## src/rtl/fpu_arbiter.sv

```systemverilog
// Round-robin scheduler sharing one non-pipelined FPU between two requesters.
// Each finished result is queued in its owner's response FIFO.
module fpu_arbiter #(
  parameter int FPU_LAT   = 2,
  parameter int RSP_DEPTH = 2
) (
  input  logic        clk,
  input  logic        reset,
  input  logic [1:0]  req_valid,
  output logic [1:0]  req_ready,
  input  logic [63:0] req_a,
  input  logic [63:0] req_b,
  input  logic [3:0]  req_sel,
  input  logic [3:0]  req_rmode,
  output logic [1:0]  rsp_valid,
  input  logic [1:0]  rsp_ready,
  output logic [63:0] rsp_y,
  output logic [1:0]  rsp_error,
  output logic [1:0]  rsp_overflow,
  output logic [31:0] fpu_a,
  output logic [31:0] fpu_b,
  output logic [1:0]  fpu_sel,
  output logic [1:0]  fpu_round_mode,
  output logic        fpu_start,
  input  logic [31:0] fpu_y,
  input  logic        fpu_error,
  input  logic        fpu_overflow,
  output logic        busy
);
  localparam int CW = $clog2(FPU_LAT + 1);
  localparam int PW = (RSP_DEPTH > 1) ? $clog2(RSP_DEPTH) : 1;
  localparam int NW = $clog2(RSP_DEPTH + 1);

  typedef enum logic {IDLE, EXEC} state_t;

  state_t        r_state;
  logic          r_rr_ptr;
  logic          r_owner;
  logic [CW-1:0] r_cnt;
  logic [31:0]   r_fpu_a;
  logic [31:0]   r_fpu_b;
  logic [1:0]    r_fpu_sel;
  logic [1:0]    r_fpu_rmode;
  logic          r_fpu_start;
  logic          r_busy;

  logic [1:0]    w_space;
  logic [1:0]    w_elig;
  logic [1:0]    w_grant;
  logic          w_gidx;
  logic          w_capture;

  function automatic logic [PW-1:0] f_next(input logic [PW-1:0] p);
    return (p == PW'(RSP_DEPTH - 1)) ? '0 : p + 1'b1;
  endfunction

  assign w_capture = (r_state == EXEC) && (r_cnt == CW'(1));
  assign w_elig    = req_valid & w_space;

  always_comb begin
    w_grant = 2'b00;
    if (r_state == IDLE) begin
      if (w_elig == 2'b11) w_grant = r_rr_ptr ? 2'b10 : 2'b01;
      else                 w_grant = w_elig;
    end
  end

  assign w_gidx    = w_grant[1];
  assign req_ready = w_grant;

  always_ff @(posedge clk or posedge reset) begin
    if (reset) begin
      r_state     <= IDLE;
      r_rr_ptr    <= 1'b0;
      r_owner     <= 1'b0;
      r_cnt       <= '0;
      r_fpu_a     <= '0;
      r_fpu_b     <= '0;
      r_fpu_sel   <= '0;
      r_fpu_rmode <= '0;
      r_fpu_start <= 1'b0;
      r_busy      <= 1'b0;
    end else begin
      case (r_state)
        IDLE: begin
          if (w_grant != 2'b00) begin
            r_fpu_a     <= w_gidx ? req_a[63:32]    : req_a[31:0];
            r_fpu_b     <= w_gidx ? req_b[63:32]    : req_b[31:0];
            r_fpu_sel   <= w_gidx ? req_sel[3:2]    : req_sel[1:0];
            r_fpu_rmode <= w_gidx ? req_rmode[3:2]  : req_rmode[1:0];
            r_fpu_start <= 1'b1;
            r_busy      <= 1'b1;
            r_owner     <= w_gidx;
            r_cnt       <= CW'(FPU_LAT);
            r_rr_ptr    <= ~w_gidx;
            r_state     <= EXEC;
          end
        end
        EXEC: begin
          // Operands stay on the FPU bus after completion; only start drops.
          if (r_cnt == CW'(1)) begin
            r_fpu_start <= 1'b0;
            r_busy      <= 1'b0;
            r_state     <= IDLE;
          end else begin
            r_cnt <= r_cnt - 1'b1;
          end
        end
      endcase
    end
  end

  assign fpu_a          = r_fpu_a;
  assign fpu_b          = r_fpu_b;
  assign fpu_sel        = r_fpu_sel;
  assign fpu_round_mode = r_fpu_rmode;
  assign fpu_start      = r_fpu_start;
  assign busy           = r_busy;

  generate
    for (genvar gi = 0; gi < 2; gi++) begin : g_fifo
      logic [33:0]   r_mem [RSP_DEPTH];
      logic [PW-1:0] r_rd;
      logic [PW-1:0] r_wr;
      logic [NW-1:0] r_count;
      logic          w_push;
      logic          w_pop;
      logic          w_nonempty;
      logic [33:0]   w_head;

      assign w_push     = w_capture && (r_owner == 1'(gi));
      assign w_nonempty = (r_count != '0);
      assign w_pop      = rsp_ready[gi] && w_nonempty;
      assign w_space[gi] = (r_count < NW'(RSP_DEPTH));

      always_ff @(posedge clk) begin
        if (w_push) r_mem[r_wr] <= {fpu_y, fpu_error, fpu_overflow};
      end

      always_ff @(posedge clk or posedge reset) begin
        if (reset) begin
          r_rd    <= '0;
          r_wr    <= '0;
          r_count <= '0;
        end else begin
          if (w_push) r_wr <= f_next(r_wr);
          if (w_pop)  r_rd <= f_next(r_rd);
          if (w_push && !w_pop)      r_count <= r_count + 1'b1;
          else if (!w_push && w_pop) r_count <= r_count - 1'b1;
        end
      end

      // Storage is not reset, so the head is masked while the FIFO is empty.
      assign w_head = w_nonempty ? r_mem[r_rd] : '0;
      assign rsp_valid[gi]      = w_nonempty;
      assign rsp_y[32*gi +: 32] = w_head[33:2];
      assign rsp_error[gi]      = w_head[1];
      assign rsp_overflow[gi]   = w_head[0];
    end
  endgenerate

endmodule

```

## config.mk

```make
export PLATFORM = sky130hd
export DESIGN_NAME = fpu_arbiter
export DESIGN_NICKNAME = d
export VERILOG_FILES = /design/src/rtl/fpu_arbiter.sv
export SDC_FILE = /design/constraint.sdc
export NUM_CORES = 1
export LEC_CHECK = 0
export CAP_MARGIN = 15
export CORE_UTILIZATION = 45
export DETAILED_ROUTE_END_ITERATION = 8
export HOLD_SLACK_MARGIN = 0.02
export PLACE_DENSITY_LB_ADDON = 0.3
export SLEW_MARGIN = 10
export SYNTH_ARGS = -nofsm -noshare
export SYNTH_HDL_FRONTEND = slang
export SYNTH_SLANG_ARGS = --single-unit
```

## constraint.sdc

```tcl
create_clock -name clk -period 4.15 [get_ports clk]
set_clock_uncertainty 0.05 [all_clocks]
set_input_delay 0.83 -clock clk [delete_from_list [all_inputs] [get_ports clk]]
set_output_delay 0.83 -clock clk [all_outputs]
set_load 0.02 [all_outputs]
```

==> results of run 1 <==
cell families after synthesis:
family,after synthesis,share of synthesized area
buffers and inverters,49,0.0271
XOR/XNOR,10,0.0100
flip-flops,218,0.703
multiplexers,68,0.0780
adder cells (fa/ha/maj),3,0.00430
AND/OR/NAND/NOR,156,0.0697
AO/OA/AOI/OAI,140,0.108
final cells by class:
class | instances | area share
sequential | 218 | 0.479
clock buffer | 32 | 0.0483
inverter | 6 | 0.00224
clock inverter | 8 | 0.00312
antenna | 1 | 0.000195
tap | 260 | 0.0254
multi-input combinational | 377 | 0.186
timing repair buffer | 330 | 0.256
power by group through the flow:
| stage | Clock, mW | Combinational (mW) | Sequential [mW] |
|---|---|---|---|
| final | 1.81 | 4.46 | 3.25 |
| after floorplan | 0 | 2.16 | 3.55 |
| after detailed placement | 0 | 4.49 | 3.28 |
| after global placement | 0 | 4.45 | 3.27 |
| after CTS | 1.86 | 4.51 | 3.25 |
| after global routing | 1.95 | 4.77 | 3.31 |
cell usage after synthesis:
cell	number	area (um2)
edfxtp_1	136	4080
nor2_1	108	405
dfrtp_1	82	2050
mux2i_1	68	681
a21oi_1	61	305
a21o_1	39	293
a22o_1	38	333
nand2_1	38	143
clkbuf_1	20	75.1
buf_2	17	85.1
inv_1	5	18.8
xnor2_1	5	43.8
xor2_1	5	43.8
buf_4	3	22.5
ha_1	3	37.5
nand2b_1	3	18.8
and2_1	2	12.5
buf_6	2	22.5
nand3_1	2	10.0
a31oi_1	1	6.26
buf_1	1	3.75
clkinv_4	1	8.76
nor3_1	1	5.00
nor3b_1	1	7.51
o21ai_0	1	5.00
or3_1	1	6.26
flip-flops by register name, summed over array words and instances, names as in the netlist, 4 cells and up:
| signal | flops |
|---|---|
| g_fifo.r_count | 4 |
| fpu_a | 32 |
| fpu_b | 32 |
| g_fifo.r_mem | 136 |
worst max path at each step:
| stage | startpoint | end | slack [ns] | cells past startpoint |
|---|---|---|---|---|
| 4_1_cts | req_valid[0] | req_ready[0] | 0.55 | 6 |
| 5_1_grt | req_valid[0] | req_ready[0] | 0.52 | 6 |
| 3_3_place_gp | req_valid[0] | req_ready[0] | 0.64 | 6 |
| 6_report | req_valid[0] | req_ready[0] | 0.60 | 6 |
| 2_1_floorplan | r_cnt[1]$_DFFE_PP0P_ | g_fifo[0].r_mem[0][0]$_DFFE_PP_ | 0.64 | 4 |
| 3_5_place_dp | req_valid[0] | req_ready[0] | 0.56 | 6 |
layer usage:
| metal | part of all wire | global-route usage |
|---|---|---|
| met4 | 0.025 | 0.0727 |
| met2 | 0.51 | 0.403 |
| met5 | 0 | 0 |
| met3 | 0.086 | 0.0712 |
| met1 | 0.38 | 0.279 |
stage by stage:
stage	hold WS (ns)	power, mW	utilization	setup WS (ns)	instance area, um2
finish	0.449	9.52	0.681	0.605	12800
global route	0.475	10.0	0.681	0.519	12800
CTS	0.455	9.62	0.681	0.555	12800
detailed placement	0.446	7.76	0.646	0.556	12200
global placement	0.438	7.72	0.646	0.638	12200
floorplan	0.405	5.71	-	0.644	8730
==> summary.txt, run 1 <==
Clock tree
  • Worst-path clk slew: 0.06 ns
  • Sink Count: around 220
  • Post-CTS Resized: 0
  • H-Tree Depth: 1
  • Clk buf depth: 3
  • Hold_buf cts: 0
  • Worst-Skew Late Latency: 0.49 ns
  • CTS tree: yes
  • TritonCTS buffer count: 23
  • # Post-CTS Setup Buffers: 0
  • CTS Root Cell: clkbuf_16

Cells and area
  • Non-Filler Instances: about 1.2k
  • Layout cells sized above 1: 0.0577
  • Layout fillers: 1364
  • Commonest non-fill, non-tap cell in the layout: clkdlybuf4s50_1
  • Fin nets: about 1.1k
  • Sequential Area: 0.00614 mm2
  • Commonest cells after routing, fill and taps aside: clkdlybuf4s50_1, edfxtp_1, nor2_1
  • Area growth, synth to finish: 46.9%
  • Area occupied by multi-input gates: about 0.0024 mm2

Drt
  • Mean number of vias per cell: roughly 5
  • Post-DRT Antenna Nets: 0
  • DRT Pass-1 Iters: 4
  • WL/cell: between 15 and 20 um
  • Remaining DRCs: 0
  • Iter 0 DRT Violations: about 300
  • Total wire length: about 23000 um
  • Via count: 6260

Setup path
  • Worst path slowest cell: clkdlybuf4s50_1
  • R2R Setup Slk: 1.97 ns
  • Reg2reg end: g_fifo[0].r_mem[1][9]$_DFFE_PP_
  • Worst EP arrival: 2.67 ns
  • WS Path Type: in -> out
  • Crit path buf inv count: 3
  • Worst r2r src: r_cnt[1]$_DFFE_PP0P_
  • Crit Path Max Fanout: 3
  • Worst-path cell chain: clkdlybuf4s50_1 -> nor3b_1 -> or3_1 -> clkinv_4 -> nor2_2 -> clkdlybuf4s50_1
  • CP Launch Type: input port
  • Worst r2r path cells: 5
  • Worst Setup End Kind: output pin
  • Slowest Stage Delay on Critical Path: 0.64 ns
  • Data required time of the critical path: about 3.3 ns
  • Crit path max-delay family: buffers and inverters
  • Crit path top cell by count: clkdlybuf4s50_1

Timing
  • Fin crit share: 0.854
  • Min Tclk post-route: 3.55 ns
  • Finish-stage setup viols: 0
  • RSZ-0062 raised after global routing: false
  • Fmax: 0.282 GHz
  • Worst Tran Pin Value: around 1.1 ns
  • Slew margin rel.: 0.265
  • Pins Over Slew Limit: 0
  • Hold Vio Cnt, Final: 0
  • Setup TNS: 0 ns

Die
  • Die ar.: 0.0200 mm2
  • Die X: 141 um
  • # rows: 50
  • Starting Density: 0.464
  • Core ar.: 0.0188 mm2
  • Die Y: around 140 um
  • IO Count: roughly 320

Global routing
  • Gr ovfl total: 0
  • Global-route wire length before repair: 35300 um
  • GRT Util Overall: 0.233
  • Initial antenna violation count: 0
  • Pin count of the biggest net entering global routing: between 70 and 80
  • Vias in the first global route: 6395

Placed design
  • GP Congestion: just over 0.8
  • DP Cell Count: 1191
  • DP HPWL: between 15000 and 20000 um
  • # port buffers: 317

Logic synthesis
  • Yosys warnings: 0
  • Syn nets: roughly 800
  • Mapped Area: 0.00873 mm2
  • Netlist cell types: 26
  • Yosys reg bits: 218
  • Synthesized instance count: 644
  • Sequential share of the synthesized area: 0.703
  • Synthesized area per cell: about 14 um2

Worst hold path
  • Worst Hold End: r_cnt[0]$_DFFE_PP0P_
  • Hold Path Stages: 1
  • Hold wc startpoint: r_cnt[0]$_DFFE_PP0P_
  • Worst Hold Class: reg -> reg

Power
  • Combinational Power Share: 0.469
  • Pleak: approximately 5.3 nW
  • Seq pwr share: 0.341
  • Sw Pwr: about 3.5 mW
  • Internal power: 6.02 mW
  • VDD IR max: 400 uV
  • Clock power share: 0.191
  • Power Density: ~740 mW/mm2
  • Switch share: 0.367

Flow run
  • Reported max-cap violation count: 0

Run status
  • Outcome: finished, final reports clean
Power figures use the tool's default switching activity.
==> inputs of run 2 (changes only) <==
--- a/config.mk
+++ b/config.mk
@@ -10,6 +10,7 @@
 export DETAILED_ROUTE_END_ITERATION = 8
 export HOLD_SLACK_MARGIN = 0.02
 export PLACE_DENSITY_LB_ADDON = 0.3
+export SKIP_LAST_GASP = 1
 export SLEW_MARGIN = 10
 export SYNTH_ARGS = -nofsm -noshare
 export SYNTH_HDL_FRONTEND = slang
==> results of run 2 <==
The final DEF is identical to that of run 1; final timing and power are the same.
